**src/rtl/matmul_controller_pkg.sv**
```systemverilog
// rtl/matmul_controller_pkg.sv - shared FSM states and default sizes for the matmul controller
package matmul_controller_pkg;
  localparam int DEF_N      = 10;
  localparam int DEF_DATA_W = 8;
  localparam int DEF_ACC_W  = 16;
  localparam int DEF_ADDR_W = 32;

  typedef enum logic [2:0] {
    IDLE,
    START,
    LOAD,
    MAC,
    STORE,
    DONE
  } state_t;
endpackage

```
**src/rtl/matmul_controller_mac_unit.sv**
```systemverilog
// rtl/matmul_controller_mac_unit.sv - unsigned multiply-accumulate, wraps modulo 2^ACC_W
module mac_unit #(
  parameter int DATA_W = 8,
  parameter int ACC_W  = 16
) (
  input  logic              slow_clk,
  input  logic              rst,
  input  logic              clear,
  input  logic              en,
  input  logic [DATA_W-1:0] a,
  input  logic [DATA_W-1:0] b,
  output logic [ACC_W-1:0]  acc
);
  logic [2*DATA_W-1:0] prod;

  assign prod = a * b;

  always_ff @(posedge slow_clk or posedge rst) begin
    if (rst)        acc <= '0;
    else if (clear) acc <= '0;
    else if (en)    acc <= acc + ACC_W'(prod);
  end
endmodule

```
**src/rtl/matmul_controller.sv**
```systemverilog
// rtl/matmul_controller.sv - sequences R = A x B over registered-read memories and requests R transmission
module matmul_controller
  import matmul_controller_pkg::*;
#(
  parameter int N      = DEF_N,
  parameter int DATA_W = DEF_DATA_W,
  parameter int ACC_W  = DEF_ACC_W,
  parameter int ADDR_W = DEF_ADDR_W
) (
  input  logic              slow_clk,
  input  logic              rst,
  input  logic              a_loaded,
  input  logic              b_loaded,
  output logic              rd_en_a,
  output logic [ADDR_W-1:0] rd_addr_a,
  input  logic [DATA_W-1:0] rd_data_a,
  output logic              rd_en_b,
  output logic [ADDR_W-1:0] rd_addr_b,
  input  logic [DATA_W-1:0] rd_data_b,
  output logic              wr_en_r,
  output logic [ADDR_W-1:0] wr_addr_r,
  output logic [ACC_W-1:0]  wr_data_r,
  output logic              read_r_mat,
  output logic              complete
);
  localparam int CW = $clog2(N + 1);

  state_t        state, next_state;
  logic [CW-1:0] i, j, k;
  logic [ACC_W-1:0] acc;
  logic          done_seen;
  logic          row_valid;
  logic          k_last;
  logic          j_last;

  assign row_valid = (i != CW'(N));
  assign k_last    = (k == CW'(N - 1));
  assign j_last    = (j == CW'(N - 1));

  always_ff @(posedge slow_clk or posedge rst) begin
    if (rst) state <= IDLE;
    else     state <= next_state;
  end

  always_comb begin
    next_state = state;
    rd_en_a    = 1'b0;
    rd_en_b    = 1'b0;
    rd_addr_a  = '0;
    rd_addr_b  = '0;
    wr_en_r    = 1'b0;
    wr_addr_r  = '0;
    wr_data_r  = '0;
    read_r_mat = 1'b0;
    complete   = 1'b0;
    case (state)
      IDLE:  if (a_loaded && b_loaded) next_state = START;
      START: next_state = LOAD;
      LOAD: begin
        if (row_valid) begin
          next_state = MAC;
          rd_en_a    = 1'b1;
          rd_en_b    = 1'b1;
          rd_addr_a  = ADDR_W'(N * int'(i) + int'(k));
          rd_addr_b  = ADDR_W'(N * int'(k) + int'(j));
        end else begin
          next_state = DONE;
        end
      end
      MAC:   next_state = k_last ? STORE : LOAD;
      STORE: begin
        next_state = LOAD;
        wr_en_r    = 1'b1;
        wr_addr_r  = ADDR_W'(N * int'(i) + int'(j));
        wr_data_r  = acc;
      end
      DONE: begin
        complete   = 1'b1;
        read_r_mat = !done_seen;
      end
      default: next_state = IDLE;
    endcase
  end

  // k holds at N-1 through MAC so STORE sees the final index; STORE rewinds it
  always_ff @(posedge slow_clk or posedge rst) begin
    if (rst) begin
      i         <= '0;
      j         <= '0;
      k         <= '0;
      done_seen <= 1'b0;
    end else begin
      case (state)
        START: begin
          i         <= '0;
          j         <= '0;
          k         <= '0;
          done_seen <= 1'b0;
        end
        MAC: if (!k_last) k <= k + CW'(1);
        STORE: begin
          k <= '0;
          if (j_last) begin
            j <= '0;
            i <= i + CW'(1);
          end else begin
            j <= j + CW'(1);
          end
        end
        DONE:    done_seen <= 1'b1;
        default: ;
      endcase
    end
  end

  mac_unit #(
    .DATA_W(DATA_W),
    .ACC_W (ACC_W)
  ) u_mac (
    .slow_clk(slow_clk),
    .rst     (rst),
    .clear   ((state == START) || (state == STORE)),
    .en      (state == MAC),
    .a       (rd_data_a),
    .b       (rd_data_b),
    .acc     (acc)
  );
endmodule

```
**config.mk**
```make
export PLATFORM = sky130hd
export DESIGN_NAME = matmul_controller
export DESIGN_NICKNAME = d
export VERILOG_FILES = /design/src/rtl/matmul_controller_pkg.sv /design/src/rtl/matmul_controller_mac_unit.sv /design/src/rtl/matmul_controller.sv
export SDC_FILE = /design/constraint.sdc
export NUM_CORES = 1
export LEC_CHECK = 0
export CAP_MARGIN = 20
export CORE_MARGIN = 2
export CORE_UTILIZATION = 35
export DETAILED_ROUTE_END_ITERATION = 10
export SYNTH_ARGS = -nofsm -noshare
export SYNTH_HDL_FRONTEND = slang
export SYNTH_SLANG_ARGS = --single-unit
```
**constraint.sdc**
```tcl
create_clock -name slow_clk -period 9.5 [get_ports slow_clk]
set_clock_uncertainty 0.1 [all_clocks]
set_input_delay 2.85 -clock slow_clk [delete_from_list [all_inputs] [get_ports slow_clk]]
set_output_delay 2.85 -clock slow_clk [all_outputs]
set_load 0.03 [all_outputs]
```
After elaboration in Yosys (flattened, before gate mapping)
Cells that the tools add are included.

word-level totals
  output and inout bits = 117
  bits of input ports = 20
  register bits after elaboration = 32
  logic and storage cells = 64

cells by class
  bitwise operators = 1
  multipliers = 3
  reduce and logical (&&, ||, !) cells = 12
  equality and inequality tests = 11
  mux-type cells = 24
  add/subtract/negate cells = 7

operator list
  operator                                                            count
  32-bit 2-to-1 mux                                                   2
  16-bit 2-to-1 mux                                                   3
  32-bit by 5-bit adder with 32-bit output                            1
  9-bit 2-to-1 mux                                                    3
  4-bit case mux with 2 select lines                                  3
  8-bit by 4-bit adder with 9-bit output                              2
  16-bit adder                                                        1
  8-bit by 8-bit multiplier with 16-bit output                        1
  3-bit case mux with 5 select lines                                  1
  3-bit by 4-bit multiplier with 7-bit output (first input constant)  2
  4-bit by 1-bit adder with 4-bit output (second input constant)      3
  4-bit 2-to-1 mux                                                    3
  3-bit 2-to-1 mux                                                    3
  4-bit == test (second input constant)                               2
  2-bit nonzero test                                                  4
  3-bit by 2-bit == test with 1-bit output (second input constant)    2
  3-bit == test (second input constant)                               2
  2-bit inequality test (second input constant)                       3
  2-bit AND reduction                                                 3
  1-bit 2-to-1 mux                                                    5
  4-bit inequality test (second input constant)                       1
  3-bit by 1-bit == test with 1-bit output (second input constant)    1
  3-bit zero test                                                     1
  1-bit case mux with 2 select lines                                  1
  5 further kinds                                                     5

Logic depth before layout (Yosys ltp)
Gate-level depths: netlist (run 1).

  depth in word-level cells = 4
  gate-level depth with buffers = 17
  depth with buffers taken out = 16

By module
Synthesis (run 1) repeated with hierarchy kept, for this count alone.

second synthesis, totals
  cells, all modules = 664
  area, all modules = 5,551.6 sq um

by module, submodules not included
  module             area an instance (sq um)  instances  cells an instance  sequential area each (sq um)
  mac_unit           3,170.5                   1          367                400.4
  matmul_controller  2,381.0                   1          297                400.4

Worst setup path before layout (run 1)
OpenSTA, ideal clock, no wires.

  path kind = in2reg
  start = input port rd_data_b[1]
  end = register u_mac.acc[10]
  arrival = 6.731 ns
  cell stages on the path = 16
  library setup time = 0.122 ns
  setup slack = 2.547 ns
  required time = 9.278 ns
  cell sequence = clkbuf_1 -> nand2_1 -> fa_1 -> inv_1 -> fa_1 -> inv_1 -> fa_1 -> fa_1 -> inv_1 -> ha_1 -> a21o_1 -> a21oi_2 -> a21boi_2 -> o21a_1 -> or3_1 -> a32o_1

between the ends
  longest elaborated chain between the ends = 4

ends and longest elaborated chain
  item                                          RTL line                          source
  start, declared                               matmul_controller.sv:19           input logic [DATA_W-1:0] rd_data_b,
  8-bit by 8-bit multiplier with 16-bit output  matmul_controller_mac_unit.sv:16  assign prod = a * b;
  16-bit adder                                  matmul_controller_mac_unit.sv:21  else if (en) acc <= acc + ACC_W'(prod);
  16-bit 2-to-1 mux                             matmul_controller_mac_unit.sv:21
  16-bit 2-to-1 mux                             matmul_controller_mac_unit.sv:20  else if (clear) acc <= '0;
  end signal, assigned                          matmul_controller_mac_unit.sv:21
  end, declared                                 matmul_controller_mac_unit.sv:12  output logic [ACC_W-1:0] acc

No other way between the ends. The select of a mux whose other input is x is not followed.
A chain may end at the register's enable or synchronous reset.

Worst setup path after layout (run 1)
  start = input port rd_data_b[1]
  end = register u_mac.acc[15]

Same word-level chain as after synthesis.

==> impl_metrics.tcl, run 1 <==
set metrics [dict create \
    status "finished clean" \
    place_area_um2 5910 \
    fmax_mhz 136 \
    arrival_ns 7.46 \
    cp_slowest_stage_delay_ns 0.65 \
    wl_per_cell_um 12.7 \
    via_per_inst 4.47 \
    ff_latch_area_um2 801 \
    post-route-util_pct 40.4 \
    path_class "in2reg" \
    cts.sinks 32 \
    placementRows 45 \
    drive_gt1_share_pct 2.16 \
    first_pass_iters 4 \
    drv_cap 0 \
    n_fill_cell 1530 \
    diodes 0 \
    cts_tree "done" \
    slew_viol_final 0 \
    fin_area_um2 6070 \
    wl_mm 11.3 \
    critical_path.cell_chain "clkdlybuf4s50_1 > nand2_1 > fa_1 > inv_1 > fa_1 > ha_1 > inv_1 > fa_1 > inv_1 > fa_1 > a211oi_1 > o21bai_1 > o31ai_1 > o31ai_1 > xnor2_1 > o21ai_0" \
    die_h_um 127 \
    ir_drop_v 0.0000988 \
    dpl_worst_slack_ns 1.90 \
    synth_top_area_cell "fa_1" \
    clk_path_buf_depth 2 \
    crit_fanout 8 \
    yosysUniqueCellTypes 46 \
    grt_max_degree 33 \
    syn-mean-instance-area_um2 8.39 \
    postSynthCellCount 634 \
    endpoint_kind "flip-flop" \
    synth_top_area_share_pct 20.7 \
    clk_latency_ns 0.27 \
    cpLargestDelayFamily "adder cells" \
    cts_buffers 5 \
    ctsResizeCount 0 \
    htreeDepth 2 \
    hold_viol_final 0 \
    synthTopCellsByArea "fa_1 (21%), dfrtp_1 (15%), ha_1 (14%)" \
    yosys_most_used_dff "dfrtp_1" \
    rsz0062_at_grt "false" \
    grt_pass1_wl_mm 19.7 \
    place.port_buffers 67 \
    ctsHoldBuffers 0 \
    max-slew-margin-rel_pct 35.3 \
    syn_area_um2 5320 \
    nNetsFinal 828 \
    dp.final_hpwl_mm 9.18 \
    drc 0 \
    synth_edf_count 0 \
    path_buf_inv 4 \
    clk_pin_slew_ns 0.06 \
    setup_tns_ns 0 \
    grt_usage_pct 14.7 \
    antenna_found_initial 0 \
    hold_slack_ns 0.386 \
    ys_ff_latch 32 \
    hold_path.class "reg2reg" \
    die_area_um2 16200 \
    post-route-period-util_pct 77.6 \
    pwr_density_cell_nw_per_um2 237 \
    synth.most_common_cell "inv_1" \
    p_leak_nw 3.15 \
    fin_ws_ns 2.12 \
    die_x_um 127 \
    ys.warnings.count 0 \
    slowest_stage "clkdlybuf4s50_1" \
    grt_pass1_vias 3977 \
    worstMarginPinSlew_ns 0.970 \
    crit_top_cell "fa_1" \
    antenna_left 0 \
    cp-start-kind "input port" \
    drtIter0Drc 139 \
    core_area_um2 15000 \
    initial_core_util_pct 35.4 \
    worst_ep_required_time_ns 9.59 \
    post_cts_buffers 0 \
    multiInputGateArea_um2 3800 \
    synth-seq-area-share_pct 15.1 \
    async_flop_share_pct 100 \
    synthTopCellsByCount "inv_1 (105), buf_4 (71), nand2_1 (63), ha_1 (58), fa_1 (55)" \
    setup_viol_count_final 0 \
    syn2layout_area_growth_pct 14.2 \
    finalCriticalPeriod_ns 7.38 \
    routabilityCongestion 0.781 \
    root_buffer "clkbuf_16" \
    via_count 3954 \
    grt_overflow 0 \
    pin_count 137 \
]
==> layout by cell type (no fill, tap or decap), drive strengths merged, types with 2 or more instances in the layout <==
master and count:
nand3 9, mux2i 6, a211oi 4, nand4 2, clkdlybuf4s50 67, nand2b 5, nor2 40, dfrtp 32
clkbuf 6, nand3b 2, xor2 18, a22oi 4, nor2b 5, o22ai 5, o21ai 23, or3 5
nor3 5, fa 55, o31ai 5, a21oi 21, and3 4, a21o 8, xnor2 10, ha 58
conb 69, inv 105, nand2 63, and2 48
==> worst reg2reg max path, cell delays in order, from the launching register on <==
cell      delay, ns
dfrtp_1        0.36
inv_1          0.09
fa_1           0.54
inv_1          0.05
fa_1           0.46
ha_1           0.29
inv_1          0.05
fa_1           0.53
inv_1          0.07
fa_1           0.47
a211oi_1       0.30
o21bai_1       0.16
o31ai_1        0.46
o31ai_1        0.18
xnor2_1        0.14
o21ai_0        0.16
==> through the flow <==
| stage | cells | power (mW) |
|---|---|---|
| 5_1_grt | 884 | 1.65 |
| 3_5_place_dp | 876 | 1.25 |
| 2_1_floorplan | 702 | 1.07 |
| 6_report | 884 | 1.44 |
| 3_3_place_gp | 876 | 1.26 |
| 4_1_cts | 884 | 1.45 |
==> layout make-up <==
class,count,area share [%]
flip-flops and latches,32,13.2
well taps,188,3.87
multi-input cells,483,62.6
inverters,105,6.49
clock buffers,6,2.12
repair buffers,68,11.2
clock inverters,2,0.577
==> path summary, 6_finish.rpt <==
| check | from | end | slack (ns) | cells past startpoint |
|---|---|---|---|---|
| max | rd_data_b[1] | u_mac.acc[15]$_DFFE_PP0P_ | 2.12 | 16 |
| min | u_mac.acc[14]$_DFFE_PP0P_ | u_mac.acc[14]$_DFFE_PP0P_ | 0.39 | 2 |
| max reg2reg | u_mac.acc[4]$_DFFE_PP0P_ | u_mac.acc[15]$_DFFE_PP0P_ | 4.99 | 15 |
| min reg2reg | u_mac.acc[14]$_DFFE_PP0P_ | u_mac.acc[14]$_DFFE_PP0P_ | 0.39 | 2 |
| max in group asynchronous | rst | k[1]$_DFFE_PP0P_ | 6.11 | 3 |
| min in group asynchronous | rst | u_mac.acc[15]$_DFFE_PP0P_ | 2.89 | 3 |
==> logic make-up (layout without fill, tap and decap cells) <==
group | after synthesis | count (layout) | share of synthesized area, %
buffers and inverters | 187 | 181 | 18.3
DFF | 32 | 32 | 15.1
adders and majority gates | 113 | 113 | 34.4
xor gates and xnor gates | 28 | 28 | 4.61
AOI/OAI and AO/OA | 76 | 76 | 8.82
and+or+nand+nor | 191 | 191 | 17.7
muxes | 6 | 6 | 1.13
other | 1 | 69 | 0.0705
==> flip-flops by register name (all words and copies together) (netlist names) <==
name and flops:
done_seen 1, i 4, j 4, k 4, state 3, u_mac.acc 16
==> layer usage <==
layer	GRT usage (%)	vias up	share of wire [%]
li1	-	1979	-
met1	21.4	1846	49
met4	3.81	0	1.5
met5	0	-	0
met3	2.43	10	5.9
met2	22.9	119	44
==> power breakdown <==
part | internal [mW] | switching (mW) | total [mW]
logic | 0.437 | 0.629 | 1.07
clock network | 0.123 | 0.0586 | 0.182
registers | 0.169 | 0.0202 | 0.189
total | 0.729 | 0.707 | 1.44
(Power assumes the default switching activity.)
==> inputs of run 2 (changes only) <==
clock period = 7.6 ns   (was 9.5 ns; I/O delays follow)
==> run 2 against run 1 <==
Effect of this change:
- core utilization unchanged
- clock power grew 24%
- cell count is the same
- setup slack worse by 1.4 ns
- sequential power rose by 25%
- sequential share of layout area did not move
- non-clock buffer count did not move
- via count down 0.71%
- combinational power grew 25%
- flip-flop and latch count stayed put
- die area did not move
- global-route usage up 0.11 points
- critical endpoint unchanged
- largest power group unchanged
- highest routed layer unchanged
==> impl_metrics.tcl, run 2 (same netlist as run 1, synthesis figures left out) <==
set metrics [dict create \
    grt_usage_pct 14.8 \
    die_x_um 127 \
    p_sw_mw 0.891 \
    regMostFlops "u_mac.acc" \
    cts_buffers 5 \
    drv_cap 0 \
    ff_latch_area_um2 801 \
    layout_common_cells "inv_1 (105), conb_1 (69), clkdlybuf4s50_1 (67), nand2_1 (63), ha_1 (58)" \
    grt_max_degree 33 \
    place.port_buffers 67 \
    finalCriticalPeriod_ns 6.88 \
    layout_commonest_cell "inv_1" \
    grt_overflow 0 \
    pwr_density_cell_nw_per_um2 297 \
    ctsResizeCount 0 \
    crit_fanout 8 \
    htreeDepth 2 \
    endpoint_kind "flip-flop" \
    p_clk_share_pct 12.6 \
    grt_pass1_vias 3998 \
    slew_viol_final 0 \
    fmax_mhz 145 \
    root_buffer "clkbuf_16" \
    dp.cells 876 \
    clk_latency_ns 0.27 \
    max-slew-margin-rel_pct 37.1 \
    placementRows 45 \
    die_h_um 127 \
    cts_tree "done" \
    routabilityCongestion 0.784 \
    startpoint "rd_data_b[1]" \
    via_per_inst 4.44 \
    power_switching_share_pct 49.4 \
    ctsHoldBuffers 0 \
    setup_viol_count_final 0 \
    drtIter0Drc 220 \
    finalNonFillerCells 884 \
    min_from "done_seen$_DFFE_PP0P_" \
    antenna_found_initial 0 \
    drc 0 \
    wl_mm 11.4 \
    nNetsFinal 828 \
    seqPwrFrac_pct 13.1 \
    worst_ep_required_time_ns 7.69 \
    dp.final_hpwl_mm 9.25 \
    ir_drop_v 0.000145 \
    hold_viol_final 0 \
    rsz0062_at_grt "false" \
    grt_pass1_wl_mm 19.7 \
    drive_gt1_share_pct 2.16 \
    largest_reg_flops 16 \
    wl_per_cell_um 12.8 \
    setup_tns_ns 0 \
    clk_pin_slew_ns 0.06 \
    n_fill_cell 1554 \
    post_cts_buffers 0 \
    pin_count 137 \
    arrival_ns 6.97 \
    hold_path.class "reg2reg" \
    first_pass_iters 4 \
    syn2layout_area_growth_pct 14.2 \
    p_total_mw 1.80 \
    core_area_um2 15000 \
    status "finished clean" \
    pwr-share-comb_pct 74.4 \
    diodes 0 \
    initial_core_util_pct 35.4 \
    internal_power_mw 0.912 \
    clk_path_buf_depth 2 \
    p_leak_nw 3.15 \
    cts.sinks 32 \
    cp-start-kind "input port" \
    multiInputGateArea_um2 3800 \
    worstMarginPinSlew_ns 0.943 \
    r2r_start "u_mac.acc[4]$_DFFE_PP0P_" \
    die_area_um2 16200 \
    path_class "in2reg" \
    antenna_left 0 \
    post-route-period-util_pct 90.6 \
    via_count 3926 \
]
run 2: critical path: stages:
cell and delay, ns:
clkdlybuf4s50_1 0.66, nand2_1 0.12, fa_1 0.51, inv_1 0.05, fa_1 0.45, ha_1 0.30, inv_1 0.05, fa_1 0.54
inv_1 0.07, fa_1 0.48, a211oi_1 0.31, o21bai_1 0.15, o31ai_1 0.49, o31ai_1 0.18, xnor2_1 0.15, o21ai_0 0.16
run 2: per-layer routing:
layer	track usage (%)	vias up	wire length, µm
li1	-	1969	-
met2	23.6	102	5060
met5	0	-	0
met1	21.5	1851	5690
met4	3.04	0	72
met3	2.39	4	530
run 2: stage by stage:
stage / hold WS, ns / instance area [µm²] / setup slack, ns / util [%]
2_1_floorplan: 0.348 / 5570 / 1.22 / -
3_3_place_gp: 0.365 / 5910 / 0.539 / 39.3
3_5_place_dp: 0.378 / 5910 / 0.528 / 39.3
4_1_cts: 0.390 / 6070 / 0.762 / 40.4
5_1_grt: 0.409 / 6070 / 0.404 / 40.4
6_report: 0.384 / 6070 / 0.717 / 40.4
run 2: cell type report:
| type | instances | area share (%) |
|---|---|---|
| multi-input cells | 483 | 62.6 |
| flip-flops and latches | 32 | 13.2 |
| repair buffers | 68 | 11.2 |
| clock buffers | 6 | 2.12 |
| inverters | 105 | 6.49 |
| well taps | 188 | 3.87 |
| clock inverters | 2 | 0.577 |
run 2: path summary, 6_finish.rpt:
path | end | slack, ns | cells past startpoint
worst max-delay path | u_mac.acc[15]$_DFFE_PP0P_ | 0.72 | 16
worst min-delay path | done_seen$_DFFE_PP0P_ | 0.38 | 2
worst max register to register | u_mac.acc[15]$_DFFE_PP0P_ | 3.03 | 15
worst min register to register | done_seen$_DFFE_PP0P_ | 0.38 | 2
max in group asynchronous | u_mac.acc[12]$_DFFE_PP0P_ | 4.78 | 3
min in group asynchronous | u_mac.acc[7]$_DFFE_PP0P_ | 2.32 | 3
run 2: power by group through the flow:
stage	logic [mW]	registers [mW]	clock network [mW]
floorplan	1.10	0.230	0
global placement	1.34	0.240	0
detailed placement	1.33	0.239	0
CTS	1.35	0.236	0.230
global route	1.56	0.242	0.241
finish	1.34	0.236	0.226
==> inputs of run 3 (changes only) <==
clock period = 7.15 ns   (was 7.6 ns; I/O delays follow)
==> run 3 against run 2 <==
Effect of this change:
- sequential power is 7% higher
- wire length is 0.18% lower
- die area stayed put
- clock power is 16% higher
- power is 8.2% higher
- critical endpoint unchanged
- largest cell class unchanged
- largest power group unchanged
==> impl_metrics.tcl, run 3 (same netlist as run 1, synthesis figures left out) <==
set metrics [dict create \
    core_area_um2 15000 \
    critical_path.cell_chain "clkdlybuf4s50_1 > nand2_1 > fa_1 > fa_1 > inv_1 > fa_1 > inv_1 > fa_1 > inv_1 > ha_1 > o21ai_0 > o21bai_1 > o31ai_1 > buf_4 > o31ai_1 > xnor2_1 > o21ai_0" \
    endpoint_kind "flip-flop" \
    grt_max_degree 33 \
    worstMarginPinSlew_ns 0.923 \
    cp-start-kind "input port" \
    htreeDepth 2 \
    syn2layout_area_growth_pct 14.8 \
    slowest_stage "clkdlybuf4s50_1" \
    place.port_buffers 67 \
    path_class "in2reg" \
    ir_drop_v 0.000147 \
    drc 0 \
    ctsResizeCount 0 \
    internal_power_mw 1.00 \
    ff_latch_area_um2 801 \
    cts_buffers 5 \
    p_sw_mw 0.948 \
    drtIter0Drc 184 \
    worst_ep_required_time_ns 7.19 \
    setup_viol_count_final 0 \
    fin_ws_ns 0.532 \
    n_fill_cell 1530 \
    grt_overflow 0 \
    hold_slack_ns 0.386 \
    cts_tree "done" \
    hold_path.class "reg2reg" \
    clk_latency_ns 0.28 \
    cp_slowest_stage_delay_ns 0.65 \
    post_cts_buffers 0 \
    die_x_um 127 \
    status "finished clean" \
    power_switching_share_pct 48.6 \
    cts.sinks 32 \
    drv_cap 0 \
    regMostFlops "u_mac.acc" \
    seqPwrFrac_pct 12.9 \
    dpl_worst_slack_ns 0.289 \
    hold_viol_final 0 \
    die_area_um2 16200 \
    fmax_mhz 151 \
    grt_pass1_vias 3843 \
    max-slew-margin-rel_pct 38.4 \
    layout_common_cells "inv_1 (105), conb_1 (69), clkdlybuf4s50_1 (67), nand2_1 (63), ha_1 (58)" \
    via_count 3935 \
    pin_count 137 \
    nNetsFinal 830 \
    layout_commonest_cell "inv_1" \
    p_leak_nw 3.17 \
    ctsHoldBuffers 0 \
    rsz0062_at_grt "false" \
    initial_core_util_pct 35.4 \
    placementRows 45 \
    clk_pin_slew_ns 0.05 \
    pwr_density_cell_nw_per_um2 319 \
    grt_usage_pct 14.6 \
    wl_mm 11.3 \
    slew_viol_final 0 \
    arrival_ns 6.65 \
    finalCriticalPeriod_ns 6.62 \
    antenna_found_initial 0 \
    via_per_inst 4.44 \
    multiInputGateArea_um2 3800 \
    die_h_um 127 \
    finalNonFillerCells 886 \
    pwr-share-comb_pct 73.7 \
    drive_gt1_share_pct 2.58 \
    diodes 0 \
    routabilityCongestion 0.825 \
    dp.final_hpwl_mm 9.24 \
    crit_fanout 8 \
    largest_reg_flops 16 \
    setup_tns_ns 0 \
    clk_path_buf_depth 2 \
    antenna_left 0 \
    wl_per_cell_um 12.8 \
    root_buffer "clkbuf_16" \
    crit_top_cell "fa_1" \
    first_pass_iters 4 \
    grt_pass1_wl_mm 19.3 \
    dp.cells 878 \
    p_clk_share_pct 13.4 \
    post-route-period-util_pct 92.6 \
    r2r_setup_slack_ns 2.75 \
]
## run 3: final timing paths
check | startpoint | endpoint | cells past startpoint
setup / recovery | rd_data_a[1] | u_mac.acc[15]$_DFFE_PP0P_ | 17
max in group asynchronous | rst | j[2]$_DFFE_PP0N_ | 3
setup reg to reg | u_mac.acc[4]$_DFFE_PP0P_ | u_mac.acc[13]$_DFFE_PP0P_ | 16
hold reg to reg | done_seen$_DFFE_PP0P_ | done_seen$_DFFE_PP0P_ | 2
min in group asynchronous | rst | u_mac.acc[5]$_DFFE_PP0P_ | 3
hold / removal | done_seen$_DFFE_PP0P_ | done_seen$_DFFE_PP0P_ | 2
## run 3: metal layers
metal	global-route usage [%]	vias to the layer above	share of wire, %
met1	21.4	1851	50
met2	22.7	95	44
met5	0	-	0
met4	3.68	0	1.4
li1	-	1979	-
met3	2.22	10	5.3
## run 3: power by group through the flow
stage / combinational (mW) / sequential (mW) / clock, mW
floorplan: 1.17 / 0.245 / 0
global route: 1.67 / 0.260 / 0.278
CTS: 1.45 / 0.253 / 0.266
finish: 1.44 / 0.252 / 0.262
detailed placement: 1.43 / 0.256 / 0
global placement: 1.45 / 0.255 / 0
## run 3: worst max-delay path, delay by kind of cell
kind	cells	cell delay, ns
AOI/OAI and AO/OA	5	0.79
and+or+nand+nor	1	0.12
adders and majority gates	5	2.48
xor gates and xnor gates	1	0.15
buffers and inverters	5	0.96
## run 3: area by class of cell
type	count	area share, %
clock buffers	7	2.50
clock inverters	1	0.492
inverters	105	6.45
multi-input cells	483	62.2
flip-flops and latches	32	13.1
well taps	188	3.85
repair buffers	70	11.4
## run 3: per-stage QoR
stage,instance area (µm²),util [%],power (mW)
2_1_floorplan,5570,-,1.42
3_3_place_gp,5920,39.4,1.70
3_5_place_dp,5920,39.4,1.69
4_1_cts,6110,40.6,1.97
5_1_grt,6110,40.6,2.21
6_report,6110,40.6,1.95
